**src/rtl/alu_pkg.sv**
```systemverilog
// Shared ALU op codes and the multiply sequencer state encoding.
package alu_pkg;

    localparam logic [2:0] ALUOP_NOP = 3'b000;
    localparam logic [2:0] ALUOP_ADD = 3'b001;

    typedef enum logic [1:0] {
        ST_IDLE  = 2'd0,
        ST_ADD   = 2'd1,
        ST_SHIFT = 2'd2,
        ST_DONE  = 2'd3
    } mseq_state_t;

endpackage

```
**src/rtl/mult_datapath.sv**
```systemverilog
// Shift-add multiply registers: running high half plus carry, multiplier/low half, multiplicand.
module mult_datapath #(
    parameter int WIDTH = 32
) (
    input  logic             clk,
    input  logic             reset_n,
    input  logic             load,
    input  logic             add_en,
    input  logic             shift_en,
    input  logic [WIDTH-1:0] multiplicand,
    input  logic [WIDTH-1:0] multiplier,
    input  logic [WIDTH-1:0] alu_result,
    input  logic             alu_cout,
    output logic [WIDTH-1:0] prod_hi,
    output logic [WIDTH-1:0] prod_lo,
    output logic [WIDTH-1:0] mcand
);

    logic carry;

    always_ff @(posedge clk) begin
        if (!reset_n) begin
            prod_hi <= '0;
            prod_lo <= '0;
            mcand   <= '0;
            carry   <= 1'b0;
        end else if (load) begin
            prod_hi <= '0;
            prod_lo <= multiplier;
            mcand   <= multiplicand;
            carry   <= 1'b0;
        end else if (add_en) begin
            // carry holds the add overflow until the shift folds it into prod_hi's MSB
            if (prod_lo[0])
                {carry, prod_hi} <= {alu_cout, alu_result};
            else
                carry <= 1'b0;
        end else if (shift_en) begin
            {carry, prod_hi, prod_lo} <= {1'b0, carry, prod_hi, prod_lo[WIDTH-1:1]};
        end
    end

endmodule

```
**src/rtl/mult_sequencer.sv**
```systemverilog
// Shift-add multiply sequencer driving an external shared ALU; 2*WIDTH+1 cycle fixed latency.
module mult_sequencer #(
    parameter int         WIDTH     = 32,
    parameter logic [2:0] ALUOP_ADD = 3'b001
) (
    input  logic               clk,
    input  logic               reset_n,
    input  logic               start,
    input  logic [WIDTH-1:0]   multiplicand,
    input  logic [WIDTH-1:0]   multiplier,
    output logic [WIDTH-1:0]   alu_a,
    output logic [WIDTH-1:0]   alu_b,
    output logic [2:0]         aluop,
    input  logic [WIDTH-1:0]   alu_result,
    input  logic               alu_cout,
    output logic               busy,
    output logic               done,
    output logic [2*WIDTH-1:0] product
);

    import alu_pkg::mseq_state_t;
    import alu_pkg::ST_IDLE;
    import alu_pkg::ST_ADD;
    import alu_pkg::ST_SHIFT;
    import alu_pkg::ST_DONE;
    import alu_pkg::ALUOP_NOP;

    localparam int CW = $clog2(WIDTH) + 1;

    mseq_state_t    state, state_nxt;
    logic [CW-1:0]  count;
    logic           load, add_en, shift_en;
    logic [WIDTH-1:0] prod_hi, prod_lo, mcand;

    always_ff @(posedge clk) begin
        if (!reset_n) begin
            state <= ST_IDLE;
            count <= '0;
        end else begin
            state <= state_nxt;
            if (load)
                count <= '0;
            else if (shift_en)
                count <= count + CW'(1);
        end
    end

    always_comb begin
        state_nxt = state;
        load      = 1'b0;
        add_en    = 1'b0;
        shift_en  = 1'b0;
        aluop     = ALUOP_NOP;
        busy      = 1'b0;
        done      = 1'b0;
        unique case (state)
            ST_IDLE: begin
                if (start) begin
                    load      = 1'b1;
                    state_nxt = ST_ADD;
                end
            end
            ST_ADD: begin
                busy      = 1'b1;
                add_en    = 1'b1;
                aluop     = ALUOP_ADD;
                state_nxt = ST_SHIFT;
            end
            ST_SHIFT: begin
                busy      = 1'b1;
                shift_en  = 1'b1;
                state_nxt = (count == CW'(WIDTH - 1)) ? ST_DONE : ST_ADD;
            end
            ST_DONE: begin
                done      = 1'b1;
                state_nxt = ST_IDLE;
            end
            default: state_nxt = ST_IDLE;
        endcase
    end

    mult_datapath #(.WIDTH(WIDTH)) u_dp (
        .clk          (clk),
        .reset_n      (reset_n),
        .load         (load),
        .add_en       (add_en),
        .shift_en     (shift_en),
        .multiplicand (multiplicand),
        .multiplier   (multiplier),
        .alu_result   (alu_result),
        .alu_cout     (alu_cout),
        .prod_hi      (prod_hi),
        .prod_lo      (prod_lo),
        .mcand        (mcand)
    );

    assign alu_a   = prod_hi;
    assign alu_b   = mcand;
    assign product = {prod_hi, prod_lo};

endmodule
```
**config.mk**
```make
export PLATFORM = sky130hd
export DESIGN_NAME = mult_sequencer
export DESIGN_NICKNAME = d
export VERILOG_FILES = /design/src/rtl/alu_pkg.sv /design/src/rtl/mult_datapath.sv /design/src/rtl/mult_sequencer.sv
export SDC_FILE = /design/constraint.sdc
export NUM_CORES = 1
export LEC_CHECK = 0
export CORE_MARGIN = 2
export CORE_UTILIZATION = 45
export DETAILED_ROUTE_END_ITERATION = 12
export HOLD_SLACK_MARGIN = 0.03
export PLACE_DENSITY = 0.86
export SYNTH_ARGS = -nofsm -noshare
export SYNTH_HDL_FRONTEND = slang
export SYNTH_HIERARCHICAL = 1
export SYNTH_SLANG_ARGS = --single-unit
```
**constraint.sdc**
```tcl
create_clock -name clk -period 2.8 [get_ports clk]
set_input_delay 0.56 -clock clk [delete_from_list [all_inputs] [get_ports clk]]
set_output_delay 0.56 -clock clk [all_outputs]
set_load 0.1 [all_outputs]
```
==> flow_summary.json, run 1 <==
{
  "clk-insertion-delay-late_ns": 0.36,
  "h-tree-depth": 3,
  "setup_viol": 0,
  "wl_per_cell_microns": 15.4,
  "hold_class": "reg2reg",
  "die_x_microns": 110,
  "busiest_layer": "met2",
  "synth_top_family_by_area": "multiplexers",
  "row_count": 38,
  "grt_pass1_vias": 3871,
  "seqCellArea_sq_um": 2100,
  "rsz0062_at_grt": "no",
  "post_cts_buffers": 0,
  "antenna_cells": 0,
  "clkSlewWorstSetupHoldPaths_ns": 0.10,
  "syn_area_sq_um": 5050,
  "dieArea_sq_um": 12100,
  "use_met2": 0.347,
  "antenna_found_initial": 0,
  "hold_ws_ns": 0.508,
  "globalplace.congestion": 0.763,
  "io_buffers": 230,
  "remaining_drc_errors": 0,
  "place_hpwl_mm": 9.18,
  "start_util": 0.464,
  "drt_pass1_iterations": 4,
  "netlist_instances": 477,
  "cap_violations": 0,
  "pre_cts_ws_ns": 0.623,
  "detail_route.wirelength_mm": 12.3,
  "synth_compound_area_frac": 0.149,
  "clock.fmax_mhz": 468,
  "ir_drop_uv": 476,
  "worstPathMaxFanout": 40,
  "cts-root-buf": "clkbuf_8",
  "yosysWarnings": 6,
  "hold_buffers": 0,
  "cts_resized": 0,
  "layout_commonest_cell": "buf_4",
  "clockBufferDepth": 2,
  "cts_tree": "done",
  "grt_overflow": 0,
  "synth-seq-cells": 105,
  "drv_slew": 0,
  "status": "complete, no violations",
  "core_area_sq_um": 10900,
  "drtIter0Drc": 169,
  "cp_data_required_time_ns": 3.09,
  "critPathArrivalTime_ns": 2.42,
  "finalSetupTns_ns": 0,
  "grt_pass1_wl_mm": 18.9,
  "drtAntennaViolNets": 0,
  "io_pins": 233,
  "drive_gt1_frac": 0.340,
  "layout_common_cells": "141 x buf_4, 105 x dfxtp_1, 98 x mux2i_1, 98 x clkdlybuf4s50_1, 33 x a21oi_1",
  "grtUsageMet3": 0.0676,
  "cts_sinks": 105,
  "grt_use_met1": 0.226,
  "fin_ws_ns": 0.665,
  "synth_mux_area_frac": 0.197,
  "multi_input_area_sq_um": 2390,
  "worstMarginPinSlew_ns": 0.603,
  "die_y_microns": 110,
  "track_usage": 0.199,
  "synth_xor_area_frac": 0.00694,
  "slew_headroom": 0.598,
  "vias_per_cell": 4.97,
  "grt_max_degree": 65,
  "critical_path_class": "reg2reg",
  "avgSynthCellArea_sq_um": 10.6,
  "synth-adder-area-share": 0.0149,
  "clock-skew-final_ns": 0.0185,
  "numCtsBuffers": 9,
  "p_leak_uw": 0.00301,
  "syn2layout_area_growth_pct": 37.3,
  "hold_viol_final": 0,
  "nets": 763,
  "crit_path_start_kind": "flop",
  "synth_cell_types": 33,
  "synth_simple_gate_area_frac": 0.102,
  "period_share": 0.762,
  "ys_seq_area_frac": 0.416,
  "end_kind": "flop",
  "fin_crit_ns": 2.13,
  "power.density_nw_per_um2": 822,
  "vias": 3988,
  "n_fill_cell": 869
}
[final timing paths]
kind | slack [ns] | cells after the start | to | from
worst max register to register | 0.67 | 6 | u_dp/prod_hi[13] | state[1]
worst max-delay path | 0.67 | 6 | u_dp/prod_hi[13] | state[1]
worst min register to register | 0.51 | 2 | count[5] | count[5]
worst min-delay path | 0.51 | 2 | count[5] | count[5]
[registers in the layout (all words and copies together), names as in the netlist]
signal,count
u_dp/carry,1
count,6
u_dp/prod_lo,32
u_dp/prod_hi,32
u_dp/mcand,32
state,2
[synthesized netlist by cell type]
library cell	n	area [sq um]
mux2_4	1	15.0
nor3b_1	1	7.51
nand4_1	1	6.26
nor3_1	1	5.00
buf_4	38	285
nand2_1	5	18.8
xnor2_1	1	8.76
or3_1	1	6.26
buf_12	4	80.1
a211oi_2	32	400
o21ai_0	32	160
nor2b_1	32	200
conb_1	1	3.75
nor2_1	11	41.3
a21oi_1	33	165
clkbuf_1	13	48.8
nand2b_1	4	25.0
inv_1	2	7.51
inv_2	1	3.75
a31oi_1	1	6.26
buf_2	9	45.0
o21ai_1	1	5.00
o211a_1	1	10.0
and2_1	1	6.26
mux2i_1	98	981
nor2_2	28	175
dfxtp_1	105	2100
ha_1	6	75.1
nand4_4	1	21.3
o21a_1	1	7.51
buf_8	3	45.0
buf_6	5	56.3
xor2_1	3	26.3
[per-stage QoR]
step | area [sq um] | total power [uW] | util | cells
finish | 6930 | 5700 | 0.637 | 802
global placement | 6720 | 4730 | 0.617 | 786
detailed placement | 6720 | 4770 | 0.617 | 786
floorplan | 5050 | 4270 | - | 478
global route | 6930 | 5940 | 0.637 | 802
CTS | 6930 | 5750 | 0.637 | 802
[power by group]
part           internal, uW  leakage, uW  total, uW  switching (uW)
registers              1660     0.000860       1820             155
clock network           451     0.000106        987             536
logic                   726      0.00205       2900            2170
total                  2840      0.00301       5700            2860
[logic make-up (layout without fill, tap and decap cells)]
family | after synthesis | count (layout)
AO/OA/AOI/OAI | 101 | 101
buffers and inverters | 75 | 259
other | 1 | 2
AND/OR/NAND/NOR | 86 | 86
XOR/XNOR | 4 | 4
multiplexers | 99 | 99
adder cells (fa/ha/maj) | 6 | 6
flip-flops | 105 | 105
[layer usage]
layer,wire [microns],up-vias
li1,-,1978
met1,4830,1827
met2,6080,167
met3,1220,16
met4,213,0
met5,0,-
[worst max-delay path: stages, from the launching register on]
cell and delay [ns]:
dfxtp_1 0.36, inv_1 0.13, ha_2 0.36, mux2_4 0.61, buf_4 0.35, nor2_2 0.06, a211oi_2 0.19
[final cells by class]
cell class / instances / area share
Tap cell: 140 / 0.0253
Multi-Input combinational cell: 298 / 0.345
Sequential cell: 105 / 0.303
Timing Repair Buffer: 240 / 0.295
Clock buffer: 10 / 0.0198
Clock inverter: 6 / 0.0106
Inverter: 3 / 0.00162
Note: power is estimated with default switching activity, not from simulation.
==> run 2: changes to the inputs <==
Settings changed: CORE_UTILIZATION 45 to 42, PLACE_DENSITY 0.86 to 0.81.
Clock period 2.8 ns to 2.06 ns, I/O delays scaled along.
==> run 2 against run 1 <==
  * Sequential share of layout area is 1.1 points lower
  * Flip-flop and latch count stayed put
  * Sequential power increased by 36%
  * Worst setup slack got worse by 0.54 ns
  * Largest power group unchanged
  * Clock skew decreased by 0.011 ns
  * Non-clock buffer count is 2 higher
  * Global-route usage fell by 1.7 points
  * Via count down 0.50%
  * Highest routed layer unchanged
  * Power grew 48%
  * Worst hold slack got worse by 0.0019 ns
==> flow_summary.json, run 2 (synthesis results as in run 1) <==
{
  "finalSetupTns_ns": 0,
  "rr_worst_depth": 6,
  "place_hpwl_mm": 9.00,
  "fin_crit_ns": 1.93,
  "hold_path_depth": 2,
  "hold_ws_ns": 0.506,
  "crit_path_start_kind": "flop",
  "numCtsBuffers": 9,
  "critical_path_class": "reg2out",
  "clock.fmax_mhz": 517,
  "h-tree-depth": 3,
  "antenna_cells": 0,
  "power.density_nw_per_um2": 1170,
  "setup_viol": 0,
  "cp_top_family": "buffers and inverters",
  "hp-start": "count[5]",
  "clock-skew-final_ns": 0.00776,
  "pre_cts_ws_ns": 0.278,
  "track_usage": 0.183,
  "crit_buf_inv": 3,
  "clkSlewWorstSetupHoldPaths_ns": 0.07,
  "end_kind": "primary output",
  "die_y_microns": 114,
  "critPathArrivalTime_ns": 1.52,
  "die_x_microns": 114,
  "crit_path_top_delay_cell": "dfxtp_1",
  "layout_commonest_cell": "buf_4",
  "grt_pass1_wl_mm": 19.1,
  "worstPathMaxFanout": 21,
  "grt_overflow": 0,
  "hold_viol_final": 0,
  "wl_per_cell_microns": 15.0,
  "place_area_sq_um": 6850,
  "nets": 765,
  "clk-insertion-delay-late_ns": 0.33,
  "fin_ws_ns": 0.127,
  "row_count": 40,
  "globalplace.congestion": 0.748,
  "cap_violations": 0,
  "vias": 3968,
  "drt_pass1_iterations": 4,
  "dieArea_sq_um": 12900,
  "slowest_delay_ns": 0.35,
  "hold_class": "reg2reg",
  "cts-root-buf": "clkbuf_16",
  "vias_per_cell": 4.89,
  "worstPathCellList": "inv_1 -> ha_2 -> buf_12 -> buf_12",
  "antenna_found_initial": 0,
  "drtAntennaViolNets": 0,
  "r2r_setup_slack_ns": 0.25,
  "largest_registers": "u_dp/mcand x32, u_dp/prod_hi x32, u_dp/prod_lo x32",
  "rsz0062_at_grt": "no",
  "io_buffers": 230,
  "hold_buffers": 0,
  "finish.instance_area_sq_um": 7200,
  "remaining_drc_errors": 0,
  "status": "complete, no violations",
  "min_to": "count[5]",
  "io_pins": 233,
  "grt_max_degree": 65,
  "drtIter0Drc": 151,
  "cp_data_required_time_ns": 1.65,
  "detail_route.wirelength_mm": 12.2,
  "cts_tree": "done",
  "grt_pass1_vias": 3879,
  "drive_gt1_frac": 0.342,
  "syn2layout_area_growth_pct": 42.6,
  "period_share": 0.938,
  "drv_slew": 0,
  "layout_common_cells": "134 x buf_4, 105 x dfxtp_1, 98 x mux2i_1, 98 x clkdlybuf4s50_1, 33 x a21oi_1",
  "regToRegEndpoint": "u_dp/prod_hi[30]",
  "worstReg2RegStart": "state[1]",
  "cp_common_cell": "buf_12",
  "cts_sinks": 105,
  "ir_drop_uv": 566,
  "clockBufferDepth": 2,
  "start_util": 0.426,
  "p_leak_uw": 0.00312,
  "core_area_sq_um": 11900
}
-- run 2: report_power, final --
| group | internal (uW) | total, uW | switching, uW |
|---|---|---|---|
| Sequential | 2260 | 2470 | 210 |
| Combinational | 1070 | 4030 | 2960 |
| Clock | 1190 | 1960 | 766 |
-- run 2: worst max-delay path by stage --
stage | from | endpoint | slack (ns) | cells after the start
2_1_floorplan | u_dp/prod_lo[0] | u_dp/prod_hi[0] | 0.18 | 5
3_3_place_gp | start | count[1] | 0.33 | 5
3_5_place_dp | state[1] | u_dp/prod_hi[1] | 0.28 | 6
4_1_cts | state[1] | aluop[0] | 0.04 | 4
5_1_grt | state[1] | aluop[0] | 0.04 | 4
6_report | state[1] | aluop[0] | 0.13 | 4
-- run 2: per-stage QoR --
step | power, uW | instances | util
3_3_place_gp | 6500 | 795 | 0.577
4_1_cts | 8530 | 811 | 0.606
6_report | 8460 | 811 | 0.607
2_1_floorplan | 5810 | 478 | -
5_1_grt | 8790 | 811 | 0.607
3_5_place_dp | 6550 | 795 | 0.577
-- run 2: layout make-up --
| type | instances | area [sq um] |
|---|---|---|
| flip-flops and latches | 105 | 2100 |
| fillers | 982 | 4660 |
| multi-input cells | 298 | 2390 |
| repair buffers | 242 | 2170 |
| well taps | 147 | 184 |
| clock inverters | 7 | 118 |
| clock buffers | 9 | 225 |
| inverters | 3 | 11.3 |
-- run 2: per-layer routing --
metal	vias to the layer above	wire, microns	global-route usage	part of all wire
li1	1983	-	-	-
met1	1820	5040	0.215	0.41
met2	160	5820	0.310	0.48
met3	5	1240	0.0770	0.10
met4	0	76	0.0439	0.0062
met5	-	0	0	0
-- run 2: worst register-to-register path: stages, from the launching register on --
cell	delay [ns]
dfxtp_1	0.40
inv_1	0.13
ha_2	0.24
mux2_4	0.31
buf_4	0.37
nor2_2	0.07
a211oi_2	0.20
-- run 2: repair_timing --
item	CTS	global route
setup buffers	0	0
setup endpoints to repair	1	1
gates resized for setup	1	2
gates cloned	0	0
endpoints found under the hold margin	0	0
